### config.mk
export PLATFORM = sky130hd
export DESIGN_NAME = debug_trace
export DESIGN_NICKNAME = d
export VERILOG_FILES = /design/src/rtl/debug_trace_pkg.sv /design/src/rtl/debug_trace_fifo.sv /design/src/rtl/debug_trace.sv
export SDC_FILE = /design/constraint.sdc
export NUM_CORES = 1
export LEC_CHECK = 0
export CORE_MARGIN = 8
export CORE_UTILIZATION = 50
export DETAILED_ROUTE_END_ITERATION = 6
export PLACE_DENSITY = 0.75
export SYNTH_ARGS = -nofsm -noshare
export SYNTH_HDL_FRONTEND = slang
export SYNTH_SLANG_ARGS = --single-unit
### constraint.sdc
create_clock -name clk -period 4.2 [get_ports clk]
set_clock_uncertainty 0.2 [all_clocks]
set_input_delay 0.63 -clock clk [delete_from_list [all_inputs] [get_ports clk]]
set_output_delay 0.63 -clock clk [all_outputs]
set_load 0.05 [all_outputs]
### src/rtl/debug_trace_pkg.sv
// debug_trace_pkg: shared state encodings, record width and default halt pattern
package debug_trace_pkg;
  typedef enum logic [1:0] {S_RUN, S_BREAK, S_STEP, S_HALT} state_t;
  localparam logic [15:0] HLT_MASK_DEF = 16'hF001;
  localparam logic [15:0] HLT_VAL_DEF = 16'h7001;
  function automatic int rec_w(input int aw, input int dw);
    return 1 + aw + 2 * dw;
  endfunction
endpackage

### src/rtl/debug_trace_fifo.sv
// debug_trace_fifo: trace buffer with circular/stop-when-full modes and registered read
module debug_trace_fifo #(
  parameter int W = 45,
  parameter int DEPTH = 16,
  localparam int LW = $clog2(DEPTH)
) (
  input  logic          clk,
  input  logic          rst_n,
  input  logic          push,
  input  logic [W-1:0]  din,
  input  logic          pop,
  input  logic          mode,
  output logic [W-1:0]  dout,
  output logic          dvalid,
  output logic [LW:0]   count,
  output logic          empty,
  output logic          ovf
);
  logic [W-1:0] mem [DEPTH];
  logic [LW-1:0] wp, rp;
  logic full, pop_ok, wr, over, adv_rp;
  assign full = count == (LW+1)'(DEPTH);
  assign empty = count == '0;
  // full without a pop: mode 0 overwrites oldest (read pointer moves too), mode 1 drops
  always_comb begin
    pop_ok = pop && !empty;
    wr = push && (!full || pop_ok || !mode);
    over = wr && full && !pop_ok;
    adv_rp = pop_ok || over;
  end
  // storage needs no reset; only pointers define what is valid
  always_ff @(posedge clk)
    if (wr) mem[wp] <= din;
  // pointers, occupancy, sticky overflow and registered read port
  always_ff @(posedge clk or negedge rst_n)
    if (!rst_n) begin
      wp <= '0;
      rp <= '0;
      count <= '0;
      ovf <= 1'b0;
      dout <= '0;
      dvalid <= 1'b0;
    end else begin
      wp <= wr ? wp + 1'b1 : wp;
      rp <= adv_rp ? rp + 1'b1 : rp;
      count <= count + (LW+1)'(wr) - (LW+1)'(adv_rp);
      ovf <= ovf | (push && full && !pop_ok);
      dout <= pop_ok ? mem[rp] : dout;
      dvalid <= pop_ok;
    end
endmodule

### src/rtl/debug_trace.sv
// debug_trace: uP16 debug monitor with trace capture, halt detect, breakpoints and single-step
module debug_trace import debug_trace_pkg::*; #(
  parameter int DW = 16,
  parameter int AW = 12,
  parameter int DEPTH = 16,
  parameter int NBRK = 2,
  parameter logic [DW-1:0] HLT_MASK = DW'(HLT_MASK_DEF),
  parameter logic [DW-1:0] HLT_VAL = DW'(HLT_VAL_DEF),
  localparam int RW = rec_w(AW, DW),
  localparam int CW = $clog2(DEPTH) + 1
) (
  input  logic              clk,
  input  logic              rst_n,
  input  logic              fetch,
  input  logic [AW-1:0]     pc,
  input  logic [DW-1:0]     ir,
  input  logic [DW-1:0]     ac,
  input  logic              e,
  input  logic [NBRK*AW-1:0] brk_addr,
  input  logic [NBRK-1:0]   brk_en,
  input  logic              resume,
  input  logic              step,
  input  logic              trc_mode,
  input  logic              rd_en,
  output logic [RW-1:0]     rd_data,
  output logic              rd_valid,
  output logic [CW-1:0]     trc_count,
  output logic              trc_empty,
  output logic              trc_ovf,
  output logic              stall,
  output logic              halted,
  output logic [NBRK-1:0]   brk_hit,
  output logic [31:0]       cyc_cnt
);
  state_t state, nxt;
  logic skip, live, is_hlt;
  logic [NBRK-1:0] match, first;
  assign live = state == S_RUN || state == S_STEP;
  assign is_hlt = (ir & HLT_MASK) == HLT_VAL;
  // breakpoint comparators, lowest matching slot isolated
  always_comb begin
    for (int k = 0; k < NBRK; k++) match[k] = brk_en[k] && pc == brk_addr[k*AW +: AW];
    first = match & (~match + NBRK'(1));
  end
  // state register
  always_ff @(posedge clk or negedge rst_n)
    if (!rst_n) state <= S_RUN;
    else state <= nxt;
  // next state: halt beats breakpoint, resume beats step, skip masks the post-resume fetch
  always_comb begin
    nxt = state;
    if (state == S_RUN && fetch) nxt = is_hlt ? S_HALT : (|match && !skip) ? S_BREAK : S_RUN;
    else if (state == S_STEP && fetch) nxt = is_hlt ? S_HALT : S_BREAK;
    else if (state == S_BREAK) nxt = resume ? S_RUN : step ? S_STEP : S_BREAK;
  end
  // outputs decoded from the registered state, so they follow the fetch edge by one cycle
  always_comb begin
    stall = state == S_BREAK || state == S_HALT;
    halted = state == S_HALT;
  end
  // brk_hit names the slot only for a RUN->BREAK trap; step-induced breaks report none
  always_ff @(posedge clk or negedge rst_n)
    if (!rst_n) brk_hit <= '0;
    else brk_hit <= nxt == S_BREAK ? (state == S_RUN ? first : state == S_BREAK ? brk_hit : '0) : '0;
  // one-shot mask so the fetch right after resume cannot re-trap on the same pc
  always_ff @(posedge clk or negedge rst_n)
    if (!rst_n) skip <= 1'b0;
    else skip <= (state == S_BREAK && resume) ? 1'b1 : fetch ? 1'b0 : skip;
  // saturating count of cycles spent executing
  always_ff @(posedge clk or negedge rst_n)
    if (!rst_n) cyc_cnt <= '0;
    else if (live && cyc_cnt != '1) cyc_cnt <= cyc_cnt + 1'b1;
  debug_trace_fifo #(.W(RW), .DEPTH(DEPTH)) u_fifo (
    .clk(clk),
    .rst_n(rst_n),
    .push(fetch && live),
    .din({e, pc, ir, ac}),
    .pop(rd_en),
    .mode(trc_mode),
    .dout(rd_data),
    .dvalid(rd_valid),
    .count(trc_count),
    .empty(trc_empty),
    .ovf(trc_ovf)
  );
endmodule

After elaboration in Yosys (flattened, before gate mapping)
Memories as Yosys holds them, arrays and structs flattened. A register that Yosys moved wholly into a read port is not among the register bits.
Cells that the tools add are included.
Storage, ports and cells
  memory bits (writable): 720
  register bits: 52
  memories kept: 1
  output and inout port bits: 89
  word-level logic and storage cells: 73
Memories
  u_fifo.mem: words 16, width 45, read ports 1, clocked after memory_dff 1, write ports 1, line debug_trace_fifo.sv:19  | logic [W-1:0] mem [DEPTH];
Operators by class
  mux-type cells: 15
  reductions and logical operators: 29
  eq/ne operators: 10
  add/sub/neg operators: 6
  bitwise operators: 3
Operators with widths (count)
  $add A32 B1 Y32 const B: 1
  $ne A32 B32 Y1 const B: 1
  $eq A12 B12 Y1: 2
  $mux W2: 10
  $logic_and A1 B1 Y1: 14
  $add A4 B1 Y4 const B: 2
  $logic_not A1 Y1: 6
  $add A5 B1 Y5: 1
  $eq A5 B4 Y1 const B: 1
  $eq A5 B5 Y1 const B: 1
  $logic_not A5 Y1: 1
  $logic_or A1 B1 Y1: 5
  $mux W1: 5
  $sub A5 B1 Y5: 1
  $eq A2 B1 Y1 const B: 2
  $eq A2 B2 Y1 const B: 2
  $ne A3 B3 Y1 const B: 1
  $add A2 B1 Y2 const B: 1
  $and A2 B2 Y2: 1
  $logic_not A2 Y1: 1
  $not A2 Y2: 1
  $reduce_bool A2 Y1: 1
  $reduce_or A2 Y1: 1
  $or A1 B1 Y1: 1

Longest topological paths before layout
Gate-level depths: netlist (run 1).
  word-level depth: 10
  depth in mapped cells: 13

By module
Synthesis (run 1) repeated with hierarchy kept, for this count alone.
Second synthesis, totals
  cell total of the unflattened synthesis: 1495
  area, all modules: 31600.3 µm²
By module, submodules not included
  debug_trace_fifo: area each 29405.7 µm², cells an instance 1290, times used 1, seq. area each 23122.2 µm²
  debug_trace: area each 2194.6 µm², cells an instance 205, times used 1, seq. area each 925.9 µm²

Worst setup path after synthesis (run 1)
Ideal clock, no wire load.
  path kind: flip-flop to flip-flop
  from: register u_fifo.count[2]
  to: memory u_fifo.mem[10][0] (enable)
  data required time: 3552 ps
  stages on the path, launching flop included: 8
  slack: -153 ps
  arrival time: 3705 ps
  period minus slack after synthesis: 4353 ps
  cell sequence: dfrtp_1 inv_1 ha_1 nor3b_1 and3b_1 a21oi_2 nand3b_1 nor2_1
Between the ends
  word-level cells in the longest chain between the ends: 8
  elaborated cells between the ends (all ways): 10
  classes of those cells: eq/ne (1); mux (2); reduce/logical (7)
Ends and longest elaborated chain
  start, declared: line debug_trace_fifo.sv:15  | output logic [LW:0] count,
  start signal, assigned: line debug_trace_fifo.sv:46  | count <= count + (LW+1)'(wr) - (LW+1)'(adv_rp);
  $logic_not A5 Y1: line debug_trace_fifo.sv:23  | assign empty = count == '0;
  $logic_not A1 Y1: line debug_trace_fifo.sv:26  | pop_ok = pop && !empty;
  $logic_and A1 B1 Y1: line debug_trace_fifo.sv:26
  $logic_or A1 B1 Y1 (*) (2 in series): line debug_trace_fifo.sv:27  | wr = push && (!full || pop_ok || !mode);
  $logic_and A1 B1 Y1 (*): line debug_trace_fifo.sv:27
  via u_fifo.wr: line debug_trace_fifo.sv:21  | logic full, pop_ok, wr, over, adv_rp;
  $mux W1 (*): line debug_trace_fifo.sv:33  | if (wr) mem[wp] <= din;
  $mux W1 (implied by the code) (*): line debug_trace_fifo.sv:33
  end, declared: line debug_trace_fifo.sv:19
Mark *: on every way through the listed nets, which the timed path passes. The rest lies on a longest branch.

Worst setup path after layout (run 1)
  from: register u_fifo.count[2]
  to: output trc_empty
Between the ends
  word-level cells in the longest chain between the ends: 1
Ends and longest elaborated chain
  $logic_not A5 Y1: line debug_trace_fifo.sv:23
  end, declared: line debug_trace.sv:28  | output logic trc_empty,
No other way between the ends.

==> flow_metrics.py, run 1 <==
metrics = {
    "cts": {
        "postCtsSetupBuffers": 0,
        "clock_tree_from_tritoncts": "done",
        "cts-root-buf": "sky130_fd_sc_hd__clkbuf_16",
        "clkTransAtPathRegs_ps": 60,
        "clkSinkCount": 817,
        "cts.path.max_buffers": 3,
        "post_cts_hold_buffer_count": 1,
        "tritoncts.num_buffers": 81,
        "ctsHtreeMaxLevel": 3,
        "post_cts_resized": 0,
        "worstSkewPairLatency_ps": 640,
    },
    "final_layout": {
        "areaGrowthSynthToFinish_pct": 18.3,
        "layout.cells.most_common": "sky130_fd_sc_hd__edfxtp_1",
        "commonest_cells_after_routing_fill_and_taps_aside": "sky130_fd_sc_hd__edfxtp_1 (720), sky130_fd_sc_hd__mux4_2 (180), sky130_fd_sc_hd__clkdlybuf4s50_1 (165), sky130_fd_sc_hd__dfrtp_1 (94), sky130_fd_sc_hd__mux2i_1 (91)",
        "layout_cell_share_with_drive_strength_beyond_1_pct": 22.3,
        "final_net_count": 1806,
        "final_cell_area_sq_um": 37500,
        "fillers": 4375,
        "insertedDiodeCount": 0,
        "multiInputGateArea_sq_um": 7300,
        "finish.utilization_pct": 59.6,
        "ff_latch_area_sq_um": 24100,
    },
    "routing": {
        "vias_per_cell": 5.92,
        "vias": 15500,
        "wl_per_cell_um": 27.3,
        "first_iter_violations": 1502,
        "firstDrtPassIters": 5,
        "post_drt_antenna_nets": 0,
        "remaining_drc_errors": 0,
        "detail_route.wirelength_um": 71500,
    },
    "sta": {
        "slew_hr_pct": 23.1,
        "achievable-frequency_ghz": 0.307,
        "post-route-period-util_pct": 77.7,
        "drv_slew": 0,
        "worst_pin_slew_ps": 1150,
        "worst_slack_ps": 938,
        "rsz_0062_raised_after_global_routing": "false",
        "timing.hold.ws_ps": 275,
        "report.final.setup_viol": 0,
        "timing.final.hold_violations": 0,
        "period_minus_slack_ps": 3260,
    },
    "synthesis": {
        "synth-seq-cells": 817,
        "yosys_warnings": 0,
        "syn-num-nets": 1575,
        "syn-mean-instance-area_sq_um": 21.3,
        "ys_types": 54,
        "total_standard_cell_area_after_synthesis_sq_um": 31700,
        "seq_area_frac_synth_pct": 76.0,
        "synthCells": 1484,
    },
    "run": {
        "cap_violations": 0,
    },
    "power": {
        "leak_pwr_nw": 12.7,
        "max-vdd-ir-drop_v": 0.000518,
        "power_density_relative_to_cell_area_nw_per_um2": 676,
        "fin_total_pwr_mw": 25.3,
    },
    "worst_setup_path": {
        "critPathKind": "flip-flop to output pin",
        "worst_ep_required_time_ps": 3370,
        "worstPathArrival_ps": 2430,
        "crit_path_max_fanout": 3,
        "cp-start-kind": "flip-flop",
        "cp-end-kind": "output pin",
    },
    "floorplanning": {
        "initial_core_util_pct": 50.4,
        "floorplan.die.width_um": 268,
        "io-pin-count": 167,
        "std_cell_rows": 92,
        "die_area_sq_um": 71600,
        "chipHeight_um": 268,
        "core_region_area_sq_um": 62900,
    },
    "run_status": {
        "result_of_the_run": "finished, final reports clean",
    },
    "placed_design": {
        "preCtsSetupSlack_ps": 742,
        "detailed_place.area_sq_um": 34800,
        "port-buffer-count": 166,
        "dp_hpwl_um": 41700,
        "gpl.final_weighted_congestion": 0.795,
    },
    "global_route": {
        "maximum_number_of_pins_on_one_net_before_global_route_repair": 72,
        "globalRoute.totalOverflow": 0,
        "groute.usage.overall_pct": 20.2,
        "grt_antenna_before_repair": 0,
        "number_of_global_route_vias_before_repair": 16700,
        "wire_length_of_the_first_global_routing_pass_um": 108000,
    },
    "worst_hold_path": {
        "hold_path_class": "flip-flop to flip-flop",
    },
}
worst paths after layout:
kind                                 startpoint                 to  slack [ps]  cells after the start
worst max-delay path            u_fifo.count[2]          trc_empty         940                      4
worst min-delay path            u_fifo.dout[31]    u_fifo.dout[31]         280                      1
worst max register to register  u_fifo.count[2]  u_fifo.mem[13][3]        1050                      8
worst min register to register  u_fifo.dout[31]    u_fifo.dout[31]         280                      1
max in group asynchronous                 rst_n    u_fifo.dout[30]        2460                      3
min in group asynchronous                 rst_n    u_fifo.dout[11]         500                      2
cell type report:
class	instances	share of cell area [%]
flip-flops and latches	817	64.2
multi-input cells	584	19.5
repair buffers	215	6.22
well taps	846	2.83
clock buffers	95	5.66
clock inverters	51	1.43
inverters	16	0.160
cells by family after synthesis:
| logic type | Yosys count | share of synthesized area [%] |
|---|---|---|
| buffers and inverters | 83 | 1.15 |
| AOI/OAI and AO/OA | 109 | 2.36 |
| adders and majority gates | 13 | 0.537 |
| xor gates and xnor gates | 64 | 1.77 |
| muxes | 273 | 15.8 |
| and+or+nand+nor | 125 | 2.45 |
| DFF | 817 | 76.0 |
per-layer routing:
metal / up-vias / global-route usage, % / share of wire, %
met5: - / 0 / 0
met1: 8270 / 26.8 / 40
met4: 0 / 6.38 / 2.5
li1: 6579 / - / -
met3: 103 / 3.30 / 5.7
met2: 575 / 34.3 / 51
worst max-delay path, cell delays in order, from the launching register on:
cell,delay [ps]
sky130_fd_sc_hd__dfrtp_1,400
sky130_fd_sc_hd__inv_1,90
sky130_fd_sc_hd__ha_1,160
sky130_fd_sc_hd__nor4b_2,290
sky130_fd_sc_hd__clkdlybuf4s50_1,890
cells in the mapped netlist (all sizes together):
cell type  instances  area share [%]
nor2              18            0.24
buf               42            0.67
and2              14            0.28
mux2               2           0.083
a21oi              5           0.091
a2111oi            2           0.075
fa                 1           0.063
ha                12            0.47
nand3b             3           0.071
nand2b             3           0.059
a22o               1           0.028
nand4             18            0.40
a211oi             1           0.024
mux2i             91             2.9
nor4b              2            0.12
nand3             18            0.28
or2                1           0.020
and3               9            0.20
nor2b              2           0.040
and3b              2           0.055
o22ai             45            0.89
dfrtp             97             7.7
nor3b              5            0.13
nor3               4           0.079
a31o               1           0.028
nor4               5            0.15
inv               16            0.19
a21o              46             1.1
xnor2             52             1.4
a31oi              1           0.020
nand2             17            0.20
and4               4            0.12
o211ai             1           0.024
o21ai              6           0.095
xor2              12            0.33
mux4             180              13
clkbuf            25            0.30
edfxtp           720              68
where the power goes:
group / total, mW / switching (mW) / internal (mW)
clock network: 7.14 / 3.15 / 3.99
logic: 7.71 / 4.32 / 3.40
registers: 10.5 / 0.625 / 9.87
through the flow:
stage | std cells | TNS, ps
final | 2624 | 0
after global routing | 2624 | 0
after CTS | 2624 | 0
after detailed placement | 2477 | 0
after global placement | 2477 | 0
after floorplan | 1484 | -27570
registers in the layout, indices dropped and copies added, names as in the netlist:
signal	flops
u_fifo.wp	4
state	2
brk_hit	2
u_fifo.count	5
u_fifo.ovf	1
u_fifo.rp	4
cyc_cnt	32
u_fifo.dout	45
u_fifo.mem	720
u_fifo.dvalid	1
skip	1
No activity file was read; power rests on OpenSTA's default activity.
==> run 2: changes to the inputs <==
Settings changed: PLACE_DENSITY 0.75 to 0.72.
Clock period 4.2 ns to 3.3 ns, I/O delays scaled along.
==> run 2 against run 1 <==
Net effect: clock power is 28% higher; setup slack worse by 750 ps; power is 28% higher; cell area is 1.1% higher; via count hardly changed; sequential share of layout area is 0.69 points lower; sequential power is 27% higher; non-clock buffer count is 45 higher; critical endpoint unchanged.
==> flow_metrics.py, run 2 (synthesis results as in run 1) <==
metrics = {
    "final_layout": {
        "largest_registers": "u_fifo.mem (720), u_fifo.dout (45), cyc_cnt (32)",
        "areaGrowthSynthToFinish_pct": 19.6,
        "layout_cell_share_with_drive_strength_beyond_1_pct": 23.7,
        "commonest_cells_after_routing_fill_and_taps_aside": "sky130_fd_sc_hd__edfxtp_1 (720), sky130_fd_sc_hd__mux4_2 (180), sky130_fd_sc_hd__clkdlybuf4s50_1 (165), sky130_fd_sc_hd__dfrtp_1 (92), sky130_fd_sc_hd__mux2i_1 (91)",
        "fillers": 4433,
        "multiInputGateArea_sq_um": 7310,
        "insertedDiodeCount": 0,
        "final_cell_count_no_fill": 2675,
        "largest_register_ffs": 720,
        "largest_register_by_flop_count": "u_fifo.mem",
        "layout.cells.most_common": "sky130_fd_sc_hd__edfxtp_1",
        "ff_latch_area_sq_um": 24100,
        "final_net_count": 1852,
        "final_cell_area_sq_um": 37900,
    },
    "placed_design": {
        "gpl.final_weighted_congestion": 0.815,
        "dpl.cell_count": 2522,
        "dp_hpwl_um": 43600,
        "port-buffer-count": 166,
        "detailed_place.area_sq_um": 35200,
        "preCtsSetupSlack_ps": 224,
    },
    "routing": {
        "firstDrtPassIters": 5,
        "remaining_drc_errors": 0,
        "vias": 15500,
        "vias_per_cell": 5.80,
        "detail_route.wirelength_um": 70100,
        "wl_per_cell_um": 26.2,
        "post_drt_antenna_nets": 0,
        "first_iter_violations": 1459,
    },
    "sta": {
        "timing.final.hold_violations": 0,
        "report.final.setup_viol": 0,
        "totalNegativeSetupSlack_ps": 0,
        "achievable-frequency_ghz": 0.321,
        "rsz_0062_raised_after_global_routing": "false",
        "period_minus_slack_ps": 3110,
        "worst_slack_ps": 186,
        "post-route-period-util_pct": 94.4,
        "worst_pin_slew_ps": 798,
        "slew_hr_pct": 46.3,
        "drv_slew": 0,
    },
    "global_route": {
        "globalRoute.totalOverflow": 0,
        "gr_busiest_metal": "met2",
        "groute.usage.overall_pct": 19.9,
        "maximum_number_of_pins_on_one_net_before_global_route_repair": 46,
        "grt_antenna_before_repair": 0,
        "number_of_global_route_vias_before_repair": 16800,
        "globalRouteMet3Util_pct": 2.72,
        "wire_length_of_the_first_global_routing_pass_um": 107000,
        "global_route.usage.met1_pct": 25.9,
        "met2_grt_util_pct": 35.1,
    },
    "cts": {
        "cts-root-buf": "sky130_fd_sc_hd__clkbuf_16",
        "tritoncts.num_buffers": 82,
        "ctsHtreeMaxLevel": 3,
        "clock_tree_from_tritoncts": "done",
        "clkTransAtPathRegs_ps": 70,
        "cts.path.max_buffers": 3,
        "clkSinkCount": 817,
        "post_cts_resized": 0,
        "worstSkewPairLatency_ps": 630,
    },
    "power": {
        "power_switching_mw": 10.1,
        "power.clock.fraction_pct": 28.2,
        "leak_pwr_nw": 13.0,
        "switching_share_pct": 31.0,
        "internal_power_mw": 22.4,
        "max-vdd-ir-drop_v": 0.000478,
        "seq_power_share_pct": 40.9,
        "power_density_relative_to_cell_area_nw_per_um2": 857,
        "p_comb_share_pct": 30.9,
    },
    "worst_setup_path": {
        "worstPathArrival_ps": 2420,
        "r2r_slack_ps": 390,
        "crit_path_max_fanout": 3,
        "worstRegToRegCells": 8,
        "cp-start-kind": "flip-flop",
        "cp-end-kind": "output pin",
        "critPathKind": "flip-flop to output pin",
        "critical_path.reg2reg.startpoint": "u_fifo.count[2]",
        "r2r-end": "u_fifo.mem[3][1]",
        "worst_ep_required_time_ps": 2600,
        "critical_path.startpoint": "u_fifo.count[3]",
    },
    "floorplanning": {
        "core_region_area_sq_um": 62900,
        "io-pin-count": 167,
        "std_cell_rows": 92,
        "chipHeight_um": 268,
        "floorplan.die.width_um": 268,
        "die_area_sq_um": 71600,
        "initial_core_util_pct": 50.4,
    },
    "worst_hold_path": {
        "hold_path_class": "input pin to async pin",
    },
    "run_status": {
        "result_of_the_run": "finished, final reports clean",
    },
    "run": {
        "cap_violations": 0,
    },
}
==> run 2: changes by cell type in the layout (fill, tap and decap cells not counted), sizes merged <==
cell,previous run,this run
buf,49,94
bufinv,5,8
clkbuf,95,99
clkinv,34,35
clkinvlp,7,3
inv,21,23
==> run 2: area by class of cell <==
type	instances	share of cell area, %
Inverter	16	0.159
Tap cell	846	2.80
Sequential cell	817	63.5
Multi-Input combinational cell	584	19.3
Timing Repair Buffer	260	7.24
Clock buffer	99	5.67
Clock inverter	53	1.30
==> run 2: worst max-delay path by stage <==
| stage | to | slack [ps] | cells past startpoint |
|---|---|---|---|
| 6_report | trc_empty | 190 | 4 |
| 5_1_grt | trc_empty | 40 | 4 |
| 4_1_cts | trc_empty | 130 | 4 |
| 3_5_place_dp | u_fifo.mem[9][7] | 220 | 6 |
| 3_3_place_gp | u_fifo.mem[9][8] | 240 | 6 |
| 2_1_floorplan | u_fifo.mem[10][0] | -240 | 7 |
==> run 2: what timing repair did <==
action	in CTS	in global routing
hold buffers	1	0
endpoints found under the hold margin	33	0
buffers inserted	0	0
==> run 2: power groups by stage <==
| stage | combinational (mW) | sequential [mW] | clock [mW] |
|---|---|---|---|
| after global routing | 10.6 | 13.4 | 9.68 |
| after CTS | 10.3 | 13.3 | 9.28 |
| after global placement | 10.1 | 13.4 | 0 |
| after detailed placement | 10.2 | 13.5 | 0 |
| final | 10.0 | 13.3 | 9.14 |
| after floorplan | 5.63 | 14.4 | 0 |
==> run 2: critical path: stages, from the launching register on <==
cell	delay [ps]
sky130_fd_sc_hd__dfrtp_2	420
sky130_fd_sc_hd__inv_1	90
sky130_fd_sc_hd__ha_1	190
sky130_fd_sc_hd__nor4b_4	250
sky130_fd_sc_hd__clkdlybuf4s50_1	850
==> run 2: stage by stage <==
step	total power, mW	util [%]	hold slack [ps]
2_1_floorplan	20.0	-	-0.591
3_3_place_gp	23.5	56.0	258
3_5_place_dp	23.7	56.0	266
4_1_cts	32.8	60.3	215
5_1_grt	33.7	60.3	254
6_report	32.5	60.3	200
==> run 2: routing by layer <==
metal / share of wire, % / wire (um)
met5: 0 / 0
met3: 5.0 / 3480
met1: 40 / 28200
met2: 53 / 36900
met4: 2.2 / 1520
==> run 3: changes to the inputs <==
Settings changed: ABC_CLOCK_PERIOD_IN_PS from default to 3300.
==> results of run 3 <==
The final DEF is identical to that of run 2; final timing and power are the same.
